<file path="config.mk">
export PLATFORM = sky130hd
export DESIGN_NAME = cpu_clock_control
export DESIGN_NICKNAME = d
export VERILOG_FILES = /design/src/rtl/cpu_clock_pkg.sv /design/src/rtl/key_debouncer.sv /design/src/rtl/cpu_clock_control.sv
export SDC_FILE = /design/constraint.sdc
export NUM_CORES = 1
export LEC_CHECK = 0
export CAP_MARGIN = 20
export CORE_UTILIZATION = 49
export CTS_BUF_LIST = sky130_fd_sc_hd__clkbuf_4 sky130_fd_sc_hd__clkbuf_8 sky130_fd_sc_hd__clkbuf_16
export DETAILED_ROUTE_END_ITERATION = 8
export HOLD_SLACK_MARGIN = 0.06
export PLACE_DENSITY = 0.74
export SYNTH_ARGS = -nofsm -noshare
export SYNTH_HDL_FRONTEND = slang
export SYNTH_SLANG_ARGS = --single-unit
</file>
<file path="constraint.sdc">
create_clock -name clkIn -period 2 [get_ports clkIn]
set_input_delay 0.2 -clock clkIn [delete_from_list [all_inputs] [get_ports clkIn]]
set_output_delay 0.2 -clock clkIn [all_outputs]
set_load 0.01 [all_outputs]
</file>
<file path="src/rtl/cpu_clock_pkg.sv">
// Shared types and constants for the CPU clock-enable controller.
package cpu_clock_pkg;

  typedef enum logic [1:0] {
    ST_STEP = 2'b00,
    ST_RUN  = 2'b01,
    ST_HALT = 2'b10
  } clkState_e;

  localparam logic [1:0] MODE_STEP = 2'b00;
  localparam logic [1:0] MODE_RUN  = 2'b01;
  localparam logic [1:0] MODE_HALT = 2'b10;

  // 20 ms of key stability at a 50 MHz clkIn
  localparam int unsigned DEBOUNCE_DEFAULT = 1000000;

  function automatic logic [1:0] modeOf(input clkState_e s);
    case (s)
      ST_RUN:  modeOf = MODE_RUN;
      ST_HALT: modeOf = MODE_HALT;
      default: modeOf = MODE_STEP;
    endcase
  endfunction

endpackage

</file>
<file path="src/rtl/key_debouncer.sv">
// Step-key synchronizer, debounce timer and press-event generator.
module key_debouncer
  import cpu_clock_pkg::*;
#(
  parameter int unsigned DEBOUNCE_CYCLES = DEBOUNCE_DEFAULT,
  parameter int unsigned CNT_W           = 20
) (
  input  logic clkIn,
  input  logic rstN,
  input  logic keyN,
  output logic press
);

  localparam logic [CNT_W-1:0] DB_LOAD = CNT_W'(DEBOUNCE_CYCLES - 1);

  logic [1:0]       keySync;
  logic             keyS;
  logic             keyLevel;
  logic [CNT_W-1:0] dbCnt;

  assign keyS = keySync[1];

  // Two-flop synchronizer; resets to the released (high) level
  always_ff @(posedge clkIn or negedge rstN) begin
    if (!rstN) keySync <= 2'b11;
    else       keySync <= {keySync[0], keyN};
  end

  // Down-counter reloads while the key matches the accepted level; reaching
  // zero with the key still different accepts the new level. A press is the
  // accepted level falling, flagged for exactly the cycle after acceptance.
  always_ff @(posedge clkIn or negedge rstN) begin
    if (!rstN) begin
      dbCnt    <= '0;
      keyLevel <= 1'b1;
      press    <= 1'b0;
    end else begin
      press <= 1'b0;
      if (keyS == keyLevel) begin
        dbCnt <= DB_LOAD;
      end else if (dbCnt == '0) begin
        keyLevel <= keyS;
        dbCnt    <= DB_LOAD;
        press    <= ~keyS;
      end else begin
        dbCnt <= dbCnt - CNT_W'(1);
      end
    end
  end

endmodule

</file>
<file path="src/rtl/cpu_clock_control.sv">
// CPU clock-enable controller: single-step from a debounced key, free-run
// from a divided slow clock, and halt on CPU request.
//
//   state | meaning
//   STEP  | one cpuEn pulse per debounced key press
//   RUN   | one cpuEn pulse per rising edge of slowClk
//   HALT  | no pulses; key press with runSw low returns to STEP
module cpu_clock_control
  import cpu_clock_pkg::*;
#(
  parameter int unsigned DEBOUNCE_CYCLES = DEBOUNCE_DEFAULT,
  parameter int unsigned CNT_W           = 20
) (
  input  logic        clkIn,
  input  logic        rstN,
  input  logic        slowClk,
  input  logic        runSw,
  input  logic        stepKeyN,
  input  logic        haltReq,
  output logic        cpuEn,
  output logic [1:0]  mode,
  output logic [15:0] stepCount
);

  logic [1:0] slowSync;
  logic       slowPrev;
  logic [1:0] runSync;
  logic       tick;
  logic       runSwS;
  logic       press;
  logic       pulseNext;
  clkState_e  state;
  clkState_e  nextState;

  key_debouncer #(
    .DEBOUNCE_CYCLES(DEBOUNCE_CYCLES),
    .CNT_W          (CNT_W)
  ) uKeyDebouncer (
    .clkIn(clkIn),
    .rstN (rstN),
    .keyN (stepKeyN),
    .press(press)
  );

  assign tick   = slowSync[1] & ~slowPrev;
  assign runSwS = runSync[1];
  assign mode   = modeOf(state);

  // Synchronize slowClk and runSw; slowPrev delays the synced slowClk for edge detect
  always_ff @(posedge clkIn or negedge rstN) begin
    if (!rstN) begin
      slowSync <= 2'b00;
      slowPrev <= 1'b0;
      runSync  <= 2'b00;
    end else begin
      slowSync <= {slowSync[0], slowClk};
      slowPrev <= slowSync[1];
      runSync  <= {runSync[0], runSw};
    end
  end

  // State register
  always_ff @(posedge clkIn or negedge rstN) begin
    if (!rstN) state <= ST_STEP;
    else       state <= nextState;
  end

  // Next-state logic; haltReq outranks every other input
  always_comb begin
    nextState = state;
    case (state)
      ST_STEP: begin
        if (haltReq)     nextState = ST_HALT;
        else if (runSwS) nextState = ST_RUN;
      end
      ST_RUN: begin
        if (haltReq)      nextState = ST_HALT;
        else if (!runSwS) nextState = ST_STEP;
      end
      ST_HALT: begin
        if (press && !runSwS) nextState = ST_STEP;
      end
      default: nextState = ST_STEP;
    endcase
  end

  // Pulse request for the next cycle; a concurrent haltReq swallows it
  always_comb begin
    pulseNext = 1'b0;
    case (state)
      ST_STEP: pulseNext = press && !haltReq;
      ST_RUN:  pulseNext = tick && !haltReq;
      default: pulseNext = 1'b0;
    endcase
  end

  // Registered enable pulse and the count of issued pulses
  always_ff @(posedge clkIn or negedge rstN) begin
    if (!rstN) begin
      cpuEn     <= 1'b0;
      stepCount <= '0;
    end else begin
      cpuEn <= pulseNext;
      if (cpuEn) stepCount <= stepCount + 16'd1;
    end
  end

endmodule

</file>
-- Yosys cells after proc, flatten, opt, wreduce, memory -nomap -nowiden
Cells that the tools add are included.
- register bits after elaboration: 48
- input port bits: 6
- output and inout bits: 19
- logic and storage cells: 43
- add/subtract/negate cells: 2
- equality and inequality tests: 6
- muxes and demuxes: 12
- bitwise gates (word level): 4
- reduce and logical (&&, ||, !) cells: 9
- operator list (kind ; count):
    $mux 20 ; 2
    $logic_not 20->1 ; 1
    $sub 20x1->20 const B ; 1
    $add 16x1->16 const B ; 1
    $mux 2 ; 5
    $ne 3x3->1 const B ; 2
    $pmux 2 s3 ; 1
    $pmux 2 s2 ; 1
    $logic_and 1x1->1 ; 3
    $not 1->1 ; 3
    $reduce_and 3->1 ; 1
    $eq 2x1->1 const B ; 1
    $eq 2x2->1 const B ; 1
    $logic_not 1->1 ; 2
    $logic_not 2->1 ; 1
    $mux 1 ; 2
    $ne 2x2->1 const B ; 1
    $pmux 1 s2 ; 1
    $reduce_and 2->1 ; 1
    $and 1x1->1 ; 1
    $eq 1x1->1 ; 1

-- Logic depth before layout (Yosys ltp)
- depth in word-level cells: 4
- gate-level depth with buffers: 6
- gate-level depth less buffers: 6

-- By module
Synthesis repeated with hierarchy kept, for this count alone.
- cells, all modules: 190
- area total of the unflattened synthesis: 2238.4 µm²
- modules (own cells, without submodules) (module ; times used ; cells each ; area an instance (µm²) ; sequential area each (µm²)):
    key_debouncer ; 1 ; 113 ; 1257.5 ; 604.3
    cpu_clock_control ; 1 ; 77 ; 980.9 ; 600.6

-- Least setup slack after synthesis
OpenSTA, ideal clock, no wires.
- kind: register -> register
- start point: register uKeyDebouncer.dbCnt[6]
- end point: register uKeyDebouncer.dbCnt[15]
- setup time: 0.077 ns
- data arrival time: 1.864 ns
- required time: 1.923 ns
- path slack: 0.059 ns
- cell stages (with the launch flop): 6
- buffers on the path: 1
- clock period less this slack: 1.941 ns
- cells stage by stage: dfrtp_1 > or4_1 > buf_2 > or3_4 > or3_1 > a21oi_1
- longest elaborated chain between the ends: 3
- elaborated cells between the ends (all ways): 4
- classes of those cells: add/sub (1); mux (2); reduce/logical (1)
- ends and longest elaborated chain (element ; RTL line ; source):
    start: declaration ; key_debouncer.sv:19 ; logic [CNT_W-1:0] dbCnt;
    start signal: assignment ; key_debouncer.sv:46 ; dbCnt <= dbCnt - CNT_W'(1);
    $sub 20x1->20 or $logic_not 20->1 (tied branches) ; key_debouncer.sv:46, key_debouncer.sv:41 ;
    $mux 20 (*) ; key_debouncer.sv:41 ; end else if (dbCnt == '0) begin
    $mux 20 (*) ; key_debouncer.sv:39 ; if (keyS == keyLevel) begin
Mark *: on every way between the ends. The rest lies on a longest branch, timed or not.
A chain may end at the register's enable or synchronous reset.

-- Worst setup path after layout
- start point: register uKeyDebouncer.dbCnt[10]
- end point: register uKeyDebouncer.dbCnt[15]
The elaborated chain is that of the path after synthesis.

==> flow_metrics.env <==
export IMPL_antenna_found_initial=0
export IMPL_syn_num_nets=199
export IMPL_antenna_cells=0
export IMPL_yosysTopAreaCell="dfrtp_1"
export IMPL_drc_errors=0
export IMPL_grt_use_total_pct=19.5
export IMPL_synth_area_sq_um=2110
export IMPL_endpoint_kind="register"
export IMPL_synth_edff_count=0
export IMPL_swShare_pct=21.7
export IMPL_clockBufferDepth=2
export IMPL_arrival_ns=2.16
export IMPL_worstReg2RegStart="uKeyDebouncer.dbCnt[10]"
export IMPL_core_area_sq_um=4060
export IMPL_syn_to_final_growth_pct=26.6
export IMPL_synth_avg_cell_area_sq_um=11.1
export IMPL_io_pins=25
export IMPL_startpoint_type="register"
export IMPL_powerDensity_nw_per_um2=663
export IMPL_row_count=23
export IMPL_p_seq_share_pct=56.0
export IMPL_finClkSkew_ns=0.00393
export IMPL_cts_clk_slew_worst_paths_ns=0.09
export IMPL_io_buffers=24
export IMPL_internal_power_mw=1.39
export IMPL_syn_inst=190
export IMPL_root_buffer="clkbuf_8"
export IMPL_dp_cells=279
export IMPL_slew_headroom_pct=71.3
export IMPL_synth_most_common_cell="dfrtp_1"
export IMPL_synth_cell_types=33
export IMPL_htreeDepth=2
export IMPL_ir_worst_vdd_mv=0.572
export IMPL_yosysSeqAreaShare_pct=57.0
export IMPL_clk_latency_ns=0.30
export IMPL_power_switching_mw=0.385
export IMPL_layout_nets=246
export IMPL_final_antenna_net_count=0
export IMPL_cp_top_family="simple AND/OR/NAND/NOR gates"
export IMPL_cts_setup_buffers=0
export IMPL_slew_viol_final=0
export IMPL_routed_wl_mm=3.93
export IMPL_grt_max_degree=20
export IMPL_gp_congestion=0.797
export IMPL_crit_chain="or4_1 > or3_4 > or3_1 > a21oi_1"
export IMPL_tightest_slew_ns=0.427
export IMPL_drive_gt1_share_pct=15.5
export IMPL_hold_path_class="in2async"
export IMPL_clock_sinks=48
export IMPL_comb_power_share_pct=3.9
export IMPL_die_area_sq_um=4580
export IMPL_finalSetupViolations=0
export IMPL_synthDominantCellAreaShare_pct=53.3
export IMPL_fin_cells=288
export IMPL_setup_tns_ns=0
export IMPL_dp_hpwl_mm=2.84
export IMPL_synth_flop_cell="dfrtp_1"
export IMPL_fmax_ghz=0.519
export IMPL_finalCritPeriodShare_pct=96.3
export IMPL_p_leak_nw=1.14
export IMPL_timing_worst_setup_path_type="reg2reg"
export IMPL_worstPathBufferInverterCount=0
export IMPL_synthArstFlopShare_pct=100
export IMPL_grt_overflow_total=0
export IMPL_grt_pass1_wl_mm=6.46
export IMPL_power_frac_clock_pct=40.1
export IMPL_maxCapViolCount=0
export IMPL_cts_made_buffers=5
export IMPL_wl_per_cell_microns=13.6
export IMPL_drt_iter0_drc=41
export IMPL_post_route_min_period_ns=1.93
export IMPL_yosysWarnings=0
export IMPL_die_y_microns=67.7
export IMPL_vias_per_cell=5.43
export IMPL_dr_pass1_iters=4
export IMPL_synth_area_top_cells="dfrtp_1 (53%), xnor2_1 (6.2%), xor2_1 (5.4%), dfstp_2 (3.7%), nor2_1 (3.2%)"
export IMPL_slowest_stage="or4_1"
export IMPL_worst_path_max_fanout=5
export IMPL_cp_slowest_stage_delay_ns=0.54
export IMPL_synth_common_cells="dfrtp_1 (45), nor2_1 (18), nand2_1 (17)"
export IMPL_vias=1564
export IMPL_cts_tree="done"
export IMPL_ys_seq_elements=48
export IMPL_fp_dieW_microns=67.7
export IMPL_status="complete, no violations"
export IMPL_finalHoldViolations=0
export IMPL_rsz0062_at_grt="false"
export IMPL_grt_pass1_vias=1475
export IMPL_initial_core_util_pct=52.1
export IMPL_startpoint="uKeyDebouncer.dbCnt[10]"
export IMPL_worst_ep_required_time_ns=2.23
==> cell type report <==
cell class	instances	area [sq um]
Fill cell	310	1380
Sequential cell	48	1200
Multi-Input combinational cell	134	895
Timing Repair Buffer	42	373
Clock buffer	5	68.8
Tap cell	50	62.6
Clock inverter	3	47.5
Inverter	6	22.5
==> layer usage <==
layer  global-route usage (%)  part of all wire [%]  vias to the layer above
li1                         -                     -                      765
met1                     23.4                    45                      764
met2                     33.4                    50                       29
met3                     5.07                   2.8                        6
met4                     7.18                   1.6                        0
met5                        0                     0                        -
==> cells in the final DEF (no fill, tap or decap), types with 3 or more instances in the layout <==
cell type,instances
nand3_1,4
nand2_1,17
and4_1,3
o31ai_1,5
nor3b_1,3
or4_1,3
nor3_1,10
xnor2_1,15
and3_1,5
dfstp_2,3
mux2_2,3
dfrtp_1,45
xor2_1,13
a21oi_1,4
buf_4,17
nand4_1,5
clkbuf_8,5
ha_1,3
nor4_1,5
inv_1,6
or3_1,3
nor2_1,18
clkdlybuf4s50_1,23
==> power groups by stage <==
| stage | registers, mW | clock network, mW | logic (mW) |
|---|---|---|---|
| final | 0.993 | 0.712 | 0.0687 |
| after global routing | 0.995 | 0.762 | 0.0780 |
| after CTS | 0.993 | 0.723 | 0.0701 |
| after detailed placement | 1.01 | 0 | 0.0674 |
| after global placement | 1.01 | 0 | 0.0643 |
| after floorplan | 1.01 | 0 | 0.0187 |
==> path summary, 6_finish.rpt <==
kind | endpoint | slack, ns | depth (start not counted)
min reg2reg | slowSync[1] | 0.35 | 0
max | uKeyDebouncer.dbCnt[15] | 0.07 | 4
max in group asynchronous | uKeyDebouncer.keySync[1] | 1.11 | 3
min in group clkIn | uKeyDebouncer.keySync[0] | 0.30 | 1
max reg2reg | uKeyDebouncer.dbCnt[15] | 0.07 | 4
min | stepCount[4] | 0.30 | 2
==> flip-flops by register name, indices dropped and copies added, names as in the netlist, 2 cells and up <==
name and flops:
slowSync 2, stepCount 16, runSync 2, uKeyDebouncer.dbCnt 20, uKeyDebouncer.keySync 2, state 2
==> cells by family (layout without fill, tap and decap cells) <==
family          after synthesis  count (layout)  share of synthesized area [%]
buf+inv                       8              56                           1.48
compound gates               16              16                           5.21
fa+ha+maj                     3               3                           1.78
xor+xnor                     28              28                           11.6
mux                           3               3                           1.60
flops                        48              48                           57.0
simple gates                 84              84                           21.3
==> metrics by stage <==
stage                     worst slack [ns]  hold slack, ns  instance area, sq um  util [%]  total power, mW
after floorplan                     0.0585         -0.0956                  2110         -             1.03
after global placement               0.145          0.0955                  2530      62.3             1.08
after detailed placement            0.0645          0.0950                  2530      62.3             1.08
after CTS                           0.0568           0.304                  2660      65.4             1.79
after global routing               0.00253           0.308                  2670      65.9             1.84
final                               0.0741           0.302                  2670      65.9             1.77
==> timing repair <==
item / in CTS / in global routing
endpoints found under the hold margin: 11 / 0
resized for setup: 0 / 3
hold buffers: 1 / 0
setup endpoints to repair: 0 / 3
No activity file was read; power rests on OpenSTA's default activity.
==> RTL change: new RTL, same flow settings <==
Encoding of `clkState_e`: now one-hot (3 bits for 3 states).
--- a/src/rtl/cpu_clock_pkg.sv
+++ b/src/rtl/cpu_clock_pkg.sv
@@ -1,10 +1,10 @@
 // Shared types and constants for the CPU clock-enable controller.
 package cpu_clock_pkg;
 
-  typedef enum logic [1:0] {
-    ST_STEP = 2'b00,
-    ST_RUN  = 2'b01,
-    ST_HALT = 2'b10
+  typedef enum logic [2:0] {
+    ST_STEP = 3'b001,
+    ST_RUN  = 3'b010,
+    ST_HALT = 3'b100
   } clkState_e;
 
   localparam logic [1:0] MODE_STEP = 2'b00;
Function: no difference found for any inputs over 10 cycles, from zero or initial values and one cycle with rstN low; not proved beyond that.
==> RTL change against the original RTL <==
The run now ends with negative setup slack left; via count grew 7.2%; critical path type unchanged; highest routed layer unchanged; worst setup slack got worse by 0.20 ns; non-clock buffer count increased by 13; global-route usage grew 2.1 points; largest cell class unchanged; synthesized area is 3.3% higher; hold slack got worse by 0.0042 ns; first-iteration DRC count rose by 17%; wire length up 8.4%; sequential cell count up 1; final area rose by 5.9%.
Power is not compared: it rests on default switching activity, and its combinational part moved more than twofold at a synthesized area within 25%.
==> RTL change: results (changes against the original RTL) <==
Result of the run: finished with violations (was finished clean). The final reports fail on negative setup slack. The arithmetic-cell share of the synthesized area counting full adders, half adders and majority gates is 1.72% (was 1.78%). The path class of the lowest-slack min-delay path is primary input to flop (was primary input to async pin). The instance area after placement is 0.00270 mm^2 (was 0.00253 mm^2). The cell at the slowest stage of the critical path was sky130_fd_sc_hd__or4_4 (was sky130_fd_sc_hd__or4_1). The synthesized netlist cell count is 199 (was 190). The number of nets in the finished design is 267 (was 246). The multiplexer share of the synthesized area is 1.49% (was 1.60%). The reported leakage power came out at 1.18 nW.

The minimum setup slack in the final design came out at -0.127 ns (was 0.0741 ns). The maximum fanout along the worst path is 4 (was 5). The launch point of the worst path is uKeyDebouncer.dbCnt[7] (was uKeyDebouncer.dbCnt[10]). The wire length per cell after detailed routing came to 13.8 um (was 13.6 um). Leading post-synthesis cells by instance count: sky130_fd_sc_hd__dfrtp_1, sky130_fd_sc_hd__nand2_1, sky130_fd_sc_hd__nor2_1, sky130_fd_sc_hd__xnor2_1, sky130_fd_sc_hd__xor2_1 (was sky130_fd_sc_hd__dfrtp_1, sky130_fd_sc_hd__nor2_1, sky130_fd_sc_hd__nand2_1, sky130_fd_sc_hd__xnor2_1, sky130_fd_sc_hd__xor2_1).

The clock tree skew after final layout is 0.00844 ns (was 0.00393 ns). The fraction of layout instances using a drive strength above 1 came out at 21.6% (was 15.5%). The count of non-filler cells in the finished layout is 309 (was 288). The number of vias in the routed layout came out at 1677 (was 1564). The headroom to the max-slew limit is 71.6% (was 71.3%). The clock tree buffer depth is 2 (unchanged). The total nets after synthesis came out at 208 (was 199).

The share of the synthesized area in compound gates (AO/OA/AOI/OAI) is 4.47% (was 5.21%). The detailed-placement wirelength estimate is 3.05 mm (was 2.84 mm). The count of endpoints failing setup in the final report is 5 (was 0). Leading cell types by total area after synthesis: sky130_fd_sc_hd__dfrtp_1, sky130_fd_sc_hd__xnor2_1, sky130_fd_sc_hd__xor2_1 (unchanged). The via count of the first global-routing pass came to 1600 (was 1475). The number of DRC markers after the initial detailed-route iteration is 48 (was 41). The number of fillers in the final layout is 339 (was 310). The number of distinct standard cells referenced by the synthesized netlist came out at 37 (was 33). The routability congestion estimate is 0.821 (was 0.797).

The first-pass GRT wire length came out at 7.34 mm (was 6.46 mm). The fraction of synthesized cell area in xor and xnor cells is 12.4% (was 11.6%). The post-placement cell count was 299 (was 279).
-- RTL change: cell types whose count changed in the layout (fill, tap and decap cells not counted), moves of 3 or more --
cell,before,now
sky130_fd_sc_hd__o21ai_0,1,5
sky130_fd_sc_hd__buf_4,17,30
sky130_fd_sc_hd__o31ai_1,5,0
sky130_fd_sc_hd__a21oi_1,4,0
sky130_fd_sc_hd__nor3_1,10,7
sky130_fd_sc_hd__nand2b_1,0,4
sky130_fd_sc_hd__xnor2_1,15,18
-- RTL change: worst paths after layout --
| check | end |
|---|---|
| worst max-delay path | uKeyDebouncer.dbCnt[18] |
| worst min-delay path | uKeyDebouncer.keySync[0] |
| worst max register to register | uKeyDebouncer.dbCnt[18] |
| worst min register to register | slowSync[1] |
| max in group asynchronous | uKeyDebouncer.keyLevel |
| min in group asynchronous | stepCount[3] |
-- RTL change: through the flow --
step,hold WS [ns],util [%],setup slack [ns]
after detailed placement,0.128,65.0,-0.0935
after global placement,0.123,65.0,-0.0509
after floorplan,-0.0956,-,-0.135
final,0.298,68.3,-0.127
after CTS,0.291,68.0,-0.117
after global routing,0.291,68.3,-0.162
-- RTL change: final cells by class --
class	count	area, um^2	share of cell area, %
multi-input cells	141	955	33.7
clock buffers	6	76.3	2.70
flip-flops and latches	49	1230	43.5
clock inverters	2	13.8	0.486
repair buffers	55	470	16.6
well taps	50	62.6	2.21
inverters	6	22.5	0.795
-- RTL change: metal layers --
layer  vias to the layer above  share of wire, %  track usage (%)
met3                         6               2.8             4.44
met5                         -                 0                0
li1                        816                 -                -
met2                        29                48             36.9
met4                         0               1.4             7.65
met1                       826                48             27.2
-- RTL change: worst reg2reg max path: stages, from the launching register on --
cell and delay, ns:
sky130_fd_sc_hd__dfrtp_1 0.39, sky130_fd_sc_hd__or4_4 0.54, sky130_fd_sc_hd__or4_4 0.52, sky130_fd_sc_hd__o41a_1 0.34
sky130_fd_sc_hd__a211o_1 0.23
-- RTL change: cell families after synthesis --
group | after synthesis
buffers and inverters | 9
multiplexers | 3
XOR/XNOR | 31
AO/OA/AOI/OAI | 15
adder cells (fa/ha/maj) | 3
flip-flops | 49
AND/OR/NAND/NOR | 89
-- RTL change: timing repair --
action	in CTS	in global routing
cloned	0	0
pin swaps	0	1
buffers inserted	1	0
setup endpoints to repair	6	20
endpoints found under the hold margin	14	0
hold buffers	1	0
resized for setup	3	3
-- RTL change: power by group --
part | switching (mW) | internal [mW] | total, mW | leakage (nW)
logic | 0.120 | 0.136 | 0.256 | 0.537
registers | 0.0825 | 1.06 | 1.14 | 0.596
clock network | 0.320 | 0.263 | 0.583 | 0.0490
